File: src/rtl/beep_rate_gen.sv
// Multi-channel beep-rate generator: per-channel 50% square wave, beep-start tick, counted bursts.
// Latency: 1 cycle from en/start to first tone cycle; no backpressure, all outputs registered.
module beep_rate_gen #(
   parameter int CLK_HZ = 50_000_000,
   parameter int NUM_CH = 4,
   parameter int RATE0  = 2,
   parameter int RATE1  = 3,
   parameter int RATE2  = 4,
   parameter int RATE3  = 8,
   parameter int CNT_W  = 27,
   parameter int BW     = 4
) (
   input  logic                   clk,
   input  logic                   reset,
   input  logic [NUM_CH-1:0]      en,
   input  logic [2*NUM_CH-1:0]    rate_sel,
   input  logic [NUM_CH-1:0]      start,
   input  logic [BW*NUM_CH-1:0]   burst_len,
   output logic [NUM_CH-1:0]      tone,
   output logic [NUM_CH-1:0]      tick,
   output logic [NUM_CH-1:0]      busy,
   output logic [NUM_CH-1:0]      done
);

   localparam int     HP0    = CLK_HZ / (2 * RATE0);
   localparam int     HP1    = CLK_HZ / (2 * RATE1);
   localparam int     HP2    = CLK_HZ / (2 * RATE2);
   localparam int     HP3    = CLK_HZ / (2 * RATE3);
   localparam longint HP_LIM = longint'(1) << CNT_W;

   generate
      if (HP0 < 1 || HP1 < 1 || HP2 < 1 || HP3 < 1 ||
          longint'(HP0) >= HP_LIM || longint'(HP1) >= HP_LIM ||
          longint'(HP2) >= HP_LIM || longint'(HP3) >= HP_LIM) begin : g_bad_hp
         $error("beep_rate_gen: a half-period is below 1 or does not fit in CNT_W bits");
      end
   endgenerate

   function automatic logic [CNT_W-1:0] hp_of(input logic [1:0] sel);
      case (sel)
         2'd0:    hp_of = CNT_W'(HP0);
         2'd1:    hp_of = CNT_W'(HP1);
         2'd2:    hp_of = CNT_W'(HP2);
         default: hp_of = CNT_W'(HP3);
      endcase
   endfunction

   typedef enum logic [1:0] {S_IDLE, S_CONT, S_BURST} state_t;

   for (genvar c = 0; c < NUM_CH; c++) begin : g_ch
      state_t           state_q, state_d;
      logic [CNT_W-1:0] cnt_q, cnt_d, hp_cur;
      logic             hi_q, hi_d;
      logic [1:0]       sel_q, sel_d;
      logic [BW-1:0]    rem_q, rem_d;
      logic             tick_q, tick_d, done_q, done_d;
      logic             cnt_last, go;
      logic             en_c, start_c;
      logic [1:0]       sel_c;
      logic [BW-1:0]    len_c;

      assign en_c     = en[c];
      assign start_c  = start[c];
      assign sel_c    = rate_sel[2*c +: 2];
      assign len_c    = burst_len[BW*c +: BW];
      assign hp_cur   = hp_of(sel_q);
      assign cnt_last = (cnt_q == hp_cur - CNT_W'(1));

      always_ff @(posedge clk) begin
         if (reset) begin
            state_q <= S_IDLE;
            cnt_q   <= '0;
            hi_q    <= 1'b0;
            sel_q   <= '0;
            rem_q   <= '0;
            tick_q  <= 1'b0;
            done_q  <= 1'b0;
         end else begin
            state_q <= state_d;
            cnt_q   <= cnt_d;
            hi_q    <= hi_d;
            sel_q   <= sel_d;
            rem_q   <= rem_d;
            tick_q  <= tick_d;
            done_q  <= done_d;
         end
      end

      always_comb begin
         state_d = state_q;
         cnt_d   = cnt_q;
         hi_d    = hi_q;
         sel_d   = sel_q;
         rem_d   = rem_q;
         tick_d  = 1'b0;
         done_d  = 1'b0;
         go      = 1'b0;
         case (state_q)
            S_IDLE: begin
               if (en_c) begin
                  state_d = S_CONT;
                  go      = 1'b1;
               end else if (start_c && len_c != '0) begin
                  state_d = S_BURST;
                  rem_d   = len_c;
                  go      = 1'b1;
               end
            end
            S_CONT, S_BURST: begin
               if (state_q == S_CONT && !en_c) begin
                  state_d = S_IDLE;
                  cnt_d   = '0;
                  hi_d    = 1'b0;
               end else if (state_q == S_BURST && en_c) begin
                  state_d = S_CONT;
                  go      = 1'b1;
               end else if (!cnt_last) begin
                  cnt_d = cnt_q + CNT_W'(1);
               end else if (hi_q) begin
                  cnt_d = '0;
                  hi_d  = 1'b0;
               end else if (state_q == S_BURST && rem_q == BW'(1)) begin
                  // last low cycle of the final beep: finish the burst
                  state_d = S_IDLE;
                  cnt_d   = '0;
                  rem_d   = '0;
                  done_d  = 1'b1;
               end else begin
                  go = 1'b1;
                  if (state_q == S_BURST) rem_d = rem_q - BW'(1);
               end
            end
            default: state_d = S_IDLE;
         endcase
         if (go) begin
            cnt_d  = '0;
            hi_d   = 1'b1;
            tick_d = 1'b1;
            sel_d  = sel_c;
         end
      end

      assign tone[c] = hi_q;
      assign tick[c] = tick_q;
      assign busy[c] = (state_q != S_IDLE);
      assign done[c] = done_q;
   end

endmodule

File: config.mk
export PLATFORM = sky130hd
export DESIGN_NAME = beep_rate_gen
export DESIGN_NICKNAME = d
export VERILOG_FILES = /design/src/rtl/beep_rate_gen.sv
export SDC_FILE = /design/constraint.sdc
export NUM_CORES = 1
export LEC_CHECK = 0
export ABC_AREA = 1
export CAP_MARGIN = 20
export CORE_ASPECT_RATIO = 1.25
export CORE_UTILIZATION = 35
export CTS_CLUSTER_SIZE = 20
export DETAILED_ROUTE_END_ITERATION = 8
export PLACE_DENSITY_LB_ADDON = 0.1
export SLEW_MARGIN = 10
export SYNTH_ARGS = -nofsm -noshare
export SYNTH_HDL_FRONTEND = slang
export SYNTH_SLANG_ARGS = --single-unit
File: constraint.sdc
create_clock -name clk -period 3.3 [get_ports clk]
set_input_delay 0.825 -clock clk [delete_from_list [all_inputs] [get_ports clk]]
set_output_delay 0.825 -clock clk [all_outputs]
set_load 0.02 [all_outputs]
* Word-level counts from Yosys, hierarchy flattened
Index checks and enable logic that the tools add are counted.
W data, S select, Z words.
** Storage, ports and cells
- Bits in registers :: 152
- Input port bits :: 34
- Output and inout port bits :: 16
- Logic and storage cells :: 356
** Cells by class
- Add/subtract/negate cells :: 12
- Equality and inequality tests :: 80
- Multiplexer cells :: 152
- Bitwise operators :: 8
- Reductions and logical operators :: 76
** Operator list (count)
- $mux W27 :: 20
- $pmux W24 S3 :: 4
- $mux W4 :: 32
- $add A27 B1 Y27 const B :: 4
- $eq A27 B27 Y1 :: 4
- $sub A27 B1 Y27 const B :: 4
- $mux W1 :: 56
- $mux W2 :: 28
- $ne A2 B2 Y1 const B :: 28
- $ne A4 B4 Y1 const B :: 12
- $ne A3 B3 Y1 const B :: 12
- $pmux W4 S2 :: 4
- $reduce_and A8 Y1 :: 4
- $reduce_and A3 Y1 :: 8
- $reduce_bool A2 Y1 :: 12
- $reduce_or A6 Y1 :: 4
- $eq A2 B1 Y1 const B :: 8
- $eq A2 B2 Y1 const B :: 8
- $eq A4 B1 Y1 const B :: 4
- $logic_and A1 B1 Y1 :: 16
- $logic_not A2 Y1 :: 8
- $ne A4 B2 Y1 const B :: 4
- $pmux W2 S2 :: 4
- $reduce_and A4 Y1 :: 4
- other kinds (7) :: 36

* Logic depth before layout (Yosys ltp)
Gate-level depths: netlist of run 1.
- Depth in word-level cells :: 10
- Depth in mapped cells :: 19
- Depth with buffers taken out :: 18

* Least setup slack after synthesis of run 1
OpenSTA, ideal clock, no wires.
- Path kind :: register to register
- Start point :: register g_ch[0].sel_q[1]
- End point :: register g_ch[0].cnt_q[20]
- Setup time :: 0.112 ns
- Arrival time :: 2.152 ns
- Required time :: 3.188 ns
- Slack :: 1.036 ns
- Cell stages (with the launch flop) :: 20
- Buffers on the path :: 1
- Clock period less this slack :: 2.264 ns
- Cells stage by stage :: dfxtp_1 -> inv_1 -> ha_1 -> inv_1 -> ha_1 -> inv_1 -> nand2_1 -> nand2_1 -> nand2_1 -> nor2_1 -> nand2_1 -> nor2_4 -> nand3_2 -> nand2_1 -> nand2_1 -> nand2_1 -> nand2_2 -> nand2_4 -> buf_6 -> nor2_1
** On the way
- Word-level cells in the longest chain between the ends :: 9
- Elaborated cells on any way between the ends :: 16
- Classes of those cells :: add/sub: 1; eq/ne: 4; mux: 8; reduce/logical: 3
** Ends and longest elaborated chain
- from (decl) :: RTL line 54 : logic [1:0] sel_q, sel_d;
- from (signal assigned) :: RTL line 82 : sel_q <= sel_d;
- $eq A2 B2 Y1 (tied with other cells) :: RTL line 40 : case (sel)
- $pmux W24 S3 * :: RTL line 40
- $sub A27 B1 Y27 * :: RTL line 67 : assign cnt_last = (cnt_q == hp_cur - CNT_W'(1));
- $eq A27 B27 Y1 * :: RTL line 67
- $mux W1 :: RTL line 117 : end else if (!cnt_last) begin
- $mux W1 :: RTL line 114 : end else if (state_q == S_BURST && en_c) begin
- $mux W1 :: RTL line 110 : if (state_q == S_CONT && !en_c) begin
- $pmux W1 S2 :: RTL line 98 : case (state_q)
- $reduce_or A2 Y1 (no line)
- to (signal assigned) :: RTL line 80 : cnt_q <= cnt_d;
- to (decl) :: RTL line 52 : logic [CNT_W-1:0] cnt_q, cnt_d, hp_cur;
Every way passes the cells marked *; elsewhere a longest branch is shown, timed or not. The select of a mux whose other input is x is not followed.
A chain may end at the register's enable or synchronous reset.

* Worst setup path after layout of run 1
- Start point :: register g_ch[0].sel_q[1]
- End point :: register g_ch[0].cnt_q[26]
The elaborated chain is that of the path after synthesis.

==> results of run 1 <==
-- how the worst max path moves through the flow --
| stage | start | end | slack, ns | cells after the start |
|---|---|---|---|---|
| final | g_ch[0].sel_q[1] | g_ch[0].cnt_q[26] | 0.42 | 17 |
| after global routing | g_ch[0].sel_q[1] | g_ch[0].cnt_q[26] | 0.07 | 16 |
| after CTS | g_ch[0].sel_q[1] | g_ch[0].cnt_q[26] | 0.39 | 17 |
| after detailed placement | en[3] | g_ch[3].cnt_q[0] | 0.17 | 8 |
| after global placement | en[3] | g_ch[3].cnt_q[26] | 0.25 | 8 |
| after floorplan | g_ch[0].sel_q[1] | g_ch[0].cnt_q[20] | 1.04 | 19 |
-- logic make-up (layout without fill, tap and decap cells) --
logic type	Yosys count	count (layout)	synth area share, %
xor gates and xnor gates	106	106	7.10
DFF	152	152	23.3
buffers and inverters	398	414	12.7
AOI/OAI and AO/OA	107	107	4.40
adders and majority gates	51	51	4.88
and+or+nand+nor	1469	1469	47.6
-- synthesized netlist by cell type, types with 6 or more instances --
master,instances,share of area (%)
nor2_2,16,0.77
nand3_1,160,6.1
clkbuf_1,16,0.46
buf_4,16,0.92
nor2_1,556,16
inv_1,302,8.7
xor2_1,86,5.8
o21ai_1,12,0.46
ha_1,51,4.9
buf_6,8,0.69
o21ai_0,45,1.7
nand3b_1,35,2.0
inv_2,13,0.37
nand2_1,547,16
nand4_1,43,2.1
xnor2_1,20,1.3
buf_2,37,1.4
a21oi_1,33,1.3
dfxtp_1,152,23
nor3_1,82,3.1
nand2_2,9,0.43
o22ai_1,6,0.29
-- per-stage QoR --
stage / std cells / setup WS [ns] / hold WS [ns]
2_1_floorplan: 2283 / 1.04 / 0.441
3_3_place_gp: 2748 / 0.252 / 0.453
3_5_place_dp: 2748 / 0.170 / 0.454
4_1_cts: 2779 / 0.394 / 0.463
5_1_grt: 2779 / 0.0730 / 0.473
6_report: 2779 / 0.417 / 0.462
-- registers in the layout (all words and copies together) (netlist names) --
| signal | flops |
|---|---|
| g_ch.done_q | 4 |
| g_ch.state_q | 8 |
| g_ch.tick_q | 4 |
| g_ch.rem_q | 16 |
| g_ch.sel_q | 8 |
| g_ch.hi_q | 4 |
| g_ch.cnt_q | 108 |
-- layer usage --
| layer | GRT usage (%) | vias to the layer above |
|---|---|---|
| met2 | 39.5 | 283 |
| met5 | 0 | - |
| li1 | - | 7037 |
| met3 | 2.58 | 64 |
| met1 | 25.7 | 6143 |
| met4 | 8.61 | 0 |
-- power by group through the flow --
stage / sequential [W] / clock, W / combinational [W]
2_1_floorplan: 0.00211 / 0 / 0.00189
5_1_grt: 0.00215 / 0.00200 / 0.00271
3_5_place_dp: 0.00217 / 0 / 0.00240
3_3_place_gp: 0.00217 / 0 / 0.00239
6_report: 0.00213 / 0.00187 / 0.00239
4_1_cts: 0.00213 / 0.00192 / 0.00241
-- layout make-up --
class                      instances  share of cell area [%]
tap                              480                    4.17
multi-input combinational       1733                    58.1
clock buffer                      18                    2.98
timing repair buffer              68                    4.66
clock inverter                    13                   0.696
sequential                       152                    21.2
inverter                         315                    8.22
-- worst reg2reg max path: stages (launching register included) --
cell and delay (ns):
dfxtp_1 0.40, ha_1 0.37, inv_2 0.09, ha_1 0.24, inv_1 0.09, nand2_1 0.05, nand3_1 0.08, nand2_1 0.05
inv_1 0.07, nand2_1 0.07, nor2_2 0.22, nand3_2 0.13, nand2_2 0.27, inv_2 0.32, nand2_1 0.14, o21ai_0 0.08
inv_1 0.07, nor2_1 0.03
==> results.toml, run 1 <==
[routing]
first_pass_iters = 7
final_antenna_net_count = 0
dr.first_iter.drc_count = 864
wl_um = 40500
via_count = 13500
met1_length_um = 17800
top_layer = "met4"
wl_met2_um = 20200
wl_per_cell_um = 14.6
routed_via_density = 4.87
drc = 0
wl_met3_um = 1360

[clock_network]
post_cts_resized = 0
root_buffer = "clkbuf_16"
path_clk_slew_ns = 0.07
cts_buffers = 17
cts_hold_buffers = 0
clk_path_buf_depth = 2
clock_latency_ns = 0.45
cts.sinks = 152
cts_max_level = 4
post-cts-setup-buffers = 0
cts_tree = "yes"

[place]
portBuffers = 49
post_dp_cell_area_um2 = 13900
place.gp.congestion = 0.913
dp_hpwl_um = 30900

[floorplan]
die_y_um = 218
rows = 78
die_area_um2 = 38100
start_util_pct = 35.8
pin_count = 50
core_region_area_um2 = 36500
die_w_um = 175

[setup_path]
r2r.worst_path.cells = 17
crit_family = "simple AND/OR/NAND/NOR gates"
crit_chain = "ha_1 > inv_2 > ha_1 > inv_1 > nand2_1 > nand3_1 > nand2_1 > inv_1 > nand2_1 > nor2_2 > nand3_2 > nand2_2 > inv_2 > nand2_1 > o21ai_0 > inv_1 > nor2_1"
cp_common_cell = "nand2_1"
startpoint_type = "flip-flop"
cp_slowest_cell = "dfxtp_1"
critical_path.max_fanout = 30
r2r_setup_slack_ns = 0.42
critPathCaptureType = "flip-flop"
rr_endpoint = "g_ch[0].cnt_q[26]"
critPathBufInv = 5
rr_startpoint = "g_ch[0].sel_q[1]"
worst_ep_arrival_time_ns = 3.22
critPathMaxStageDelay_ns = 0.40
worstPathRequired_ns = 3.64
crit_type = "reg2reg"

[worst_hold_path]
min_from = "g_ch[3].rem_q[1]"
min_path_type = "reg2reg"
whs_endpoint = "g_ch[3].rem_q[1]"
whs_path_depth = 2

[final_layout]
layout_common_cells = "nor2_1 (556), nand2_1 (547), inv_1 (301)"
fin_area_um2 = 14400
fin_util_pct = 39.4
final_layout_size_suffix_gt1_share_pct = 4.35
multi_input_area_um2 = 8360
syn2layout_area_growth_pct = 10.1
nets = 2372
insertedDiodeCount = 0
seqCellArea_um2 = 3040
fillCellCount = 4115
mostFrequentLayoutCell = "nor2_1"

[grt]
grt_pass1_vias = 12900
overflow = 0
grt_first_pass_wirelength_um = 66400
grt_max_degree = 51
antenna_found_initial = 0
gr-usage-all-layers_pct = 21.7

[sta]
fin_tns_setup_ns = 0
fmaxAchievable_ghz = 0.347
setup_viol = 0
fin_crit_ns = 2.88
rsz0062_at_grt = "no"
finClkSkew_ns = 0.00970
worstMarginPinSlew_ns = 0.640
final_max_slew_viol_count = 0
maxSlewHeadroom_pct = 57.3
hold_violations = 0
finalCritPeriodShare_pct = 87.4

[pwr]
ir_drop_v = 0.000328
intPower_w = 0.00371
power-per-cell-area_nw_per_um2 = 444
netSwitchingFraction_pct = 41.9
seqPwrFrac_pct = 33.4
p_switching_w = 0.00267
clkPwrFrac_pct = 29.3
p_leak_nw = 6.14
comb_power_share_pct = 37.4
total_power_w = 0.00638

[logic_synthesis]
synth_seq_cells = 152
ys_async_sr_fraction_pct = 0
synth_cell_type_count = 42
synth_area_um2 = 13100
yosysSeqAreaShare_pct = 23.3
syn_area_per_cell_um2 = 5.72
synth_ff_type = "dfxtp_1"
netlist_instances = 2283
syn_nets = 2368
synth_warnings = 0
synth_edf_count = 0

[run_status]
status = "complete, no violations"

[job]
maxCapViolations = 0
Note: power is estimated with default switching activity, not from simulation.
==> run 2, diff against run 1 <==
- CTS_CLUSTER_DIAMETER: default -> 50
- REMOVE_ABC_BUFFERS: default -> 1
- SKIP_LAST_GASP: default -> 1
==> run 2 against run 1 <==
Net effect: sequential cell count did not move; clock skew about the same; via count down 0.52%.
==> results.toml, run 2 (synthesis results as in run 1) <==
[pwr]
total_power_w = 0.00663
power-per-cell-area_nw_per_um2 = 459
ir_drop_v = 0.000338
p_leak_nw = 6.18

[final_layout]
nets = 2370
fin_util_pct = 39.6
regMostFlops = "g_ch.cnt_q"
layout_common_cells = "nor2_1 (556), nand2_1 (547), inv_1 (301)"
largest_register_ffs = 108
largest_registers = "g_ch.cnt_q: 108 flops, g_ch.rem_q: 16 flops"
syn2layout_area_growth_pct = 10.5
final_cells = 2778
mostFrequentLayoutCell = "nor2_1"
final_layout_size_suffix_gt1_share_pct = 4.35
insertedDiodeCount = 0

[routing]
dr.first_iter.drc_count = 776
final_antenna_net_count = 0
via_count = 13500
drc = 0
wl_um = 40100
routed_via_density = 4.84
wl_per_cell_um = 14.4
first_pass_iters = 8

[floorplan]
start_util_pct = 35.8
die_area_um2 = 38100
rows = 78
die_w_um = 175
die_y_um = 218
core_region_area_um2 = 36500
pin_count = 50

[sta]
final_max_slew_viol_count = 0
worstMarginPinSlew_ns = 0.635
maxSlewHeadroom_pct = 57.6
setup_viol = 0
finClkSkew_ns = 0.00989
hold_violations = 0
finalCritPeriodShare_pct = 87.3
fin_tns_setup_ns = 0
fmaxAchievable_ghz = 0.347
rsz0062_at_grt = "no"
fin_crit_ns = 2.88
fin_ws_ns = 0.420

[clock_network]
cts_hold_buffers = 0
cts_buffers = 17
cts_tree = "yes"
cts.sinks = 152
post-cts-setup-buffers = 0
root_buffer = "clkbuf_16"
clock_latency_ns = 0.47
cts_max_level = 4
post_cts_resized = 0
clk_path_buf_depth = 2
path_clk_slew_ns = 0.07

[setup_path]
cp_slowest_cell = "dfxtp_1"
critPathCaptureType = "flip-flop"
rr_startpoint = "g_ch[0].sel_q[1]"
startpoint = "g_ch[0].sel_q[1]"
worst_ep_arrival_time_ns = 3.22
r2r_setup_slack_ns = 0.42
r2r.worst_path.cells = 17
worstPathRequired_ns = 3.64
critPathMaxStageDelay_ns = 0.40
startpoint_type = "flip-flop"
rr_endpoint = "g_ch[0].cnt_q[26]"
crit_type = "reg2reg"
crit_chain = "inv_1 > ha_1 > inv_1 > ha_1 > nand2_1 > nand3_1 > nand2_1 > inv_1 > nand2_1 > nor2_2 > nand3_2 > nand2_2 > inv_2 > nand2_1 > o21ai_0 > inv_1 > nor2_1"
critical_path.max_fanout = 30

[place]
dp_cells = 2746
place_ws_ns = 0.190
dp_hpwl_um = 30500
place.gp.congestion = 0.938
portBuffers = 49

[worst_hold_path]
min_from = "g_ch[3].rem_q[1]"
whs_endpoint = "g_ch[3].rem_q[1]"
min_path_type = "reg2reg"
whs_path_depth = 2

[grt]
grt_first_pass_wirelength_um = 65500
grt_pass1_vias = 12800
grt_max_degree = 31
overflow = 0
antenna_found_initial = 0
gr-usage-all-layers_pct = 21.5

[run_status]
status = "complete, no violations"

[job]
maxCapViolations = 0
[run 2: per-stage QoR]
step	instance area (µm²)	hold slack [ns]
after floorplan	12600	0.435
after global placement	13800	0.452
after detailed placement	13800	0.454
after CTS	14400	0.464
after global routing	14400	0.494
final	14400	0.461
[run 2: routing by layer]
| metal | routed length [µm] | vias up | GRT usage [%] | share of wire, % |
|---|---|---|---|---|
| li1 | - | 7028 | - | - |
| met1 | 18100 | 6137 | 26.0 | 45 |
| met2 | 19900 | 230 | 38.7 | 50 |
| met3 | 1110 | 61 | 2.46 | 2.8 |
| met4 | 994 | 0 | 8.03 | 2.5 |
| met5 | 0 | - | 0 | 0 |
[run 2: worst max-delay path by stage]
stage,endpoint,cells after the start
2_1_floorplan,g_ch[3].cnt_q[25],12
3_3_place_gp,g_ch[3].cnt_q[25],8
3_5_place_dp,g_ch[3].cnt_q[25],8
4_1_cts,g_ch[0].cnt_q[26],17
5_1_grt,g_ch[0].cnt_q[26],18
6_report,g_ch[0].cnt_q[26],17
[run 2: critical path: cells and delay by family, from the launching register on]
kind	cells	cell delay [ns]
flip-flops	1	0.40
buffers and inverters	5	0.69
adder cells (fa/ha/maj)	2	0.49
AO/OA/AOI/OAI	1	0.08
AND/OR/NAND/NOR	9	1.07
[run 2: power breakdown]
| group | internal (W) | leakage [nW] | switching (W) |
|---|---|---|---|
| Sequential | 0.00197 | 1.23 | 0.000160 |
| Clock | 0.00115 | 0.302 | 0.000974 |
| Combinational | 0.000776 | 4.65 | 0.00160 |
[run 2: cell type report]
type | count | area (µm²)
clock buffer | 17 | 425
inverter | 315 | 1180
sequential | 152 | 3040
fill | 4110 | 22100
multi-input combinational | 1733 | 8360
tap | 480 | 601
timing repair buffer | 66 | 643
clock inverter | 15 | 185
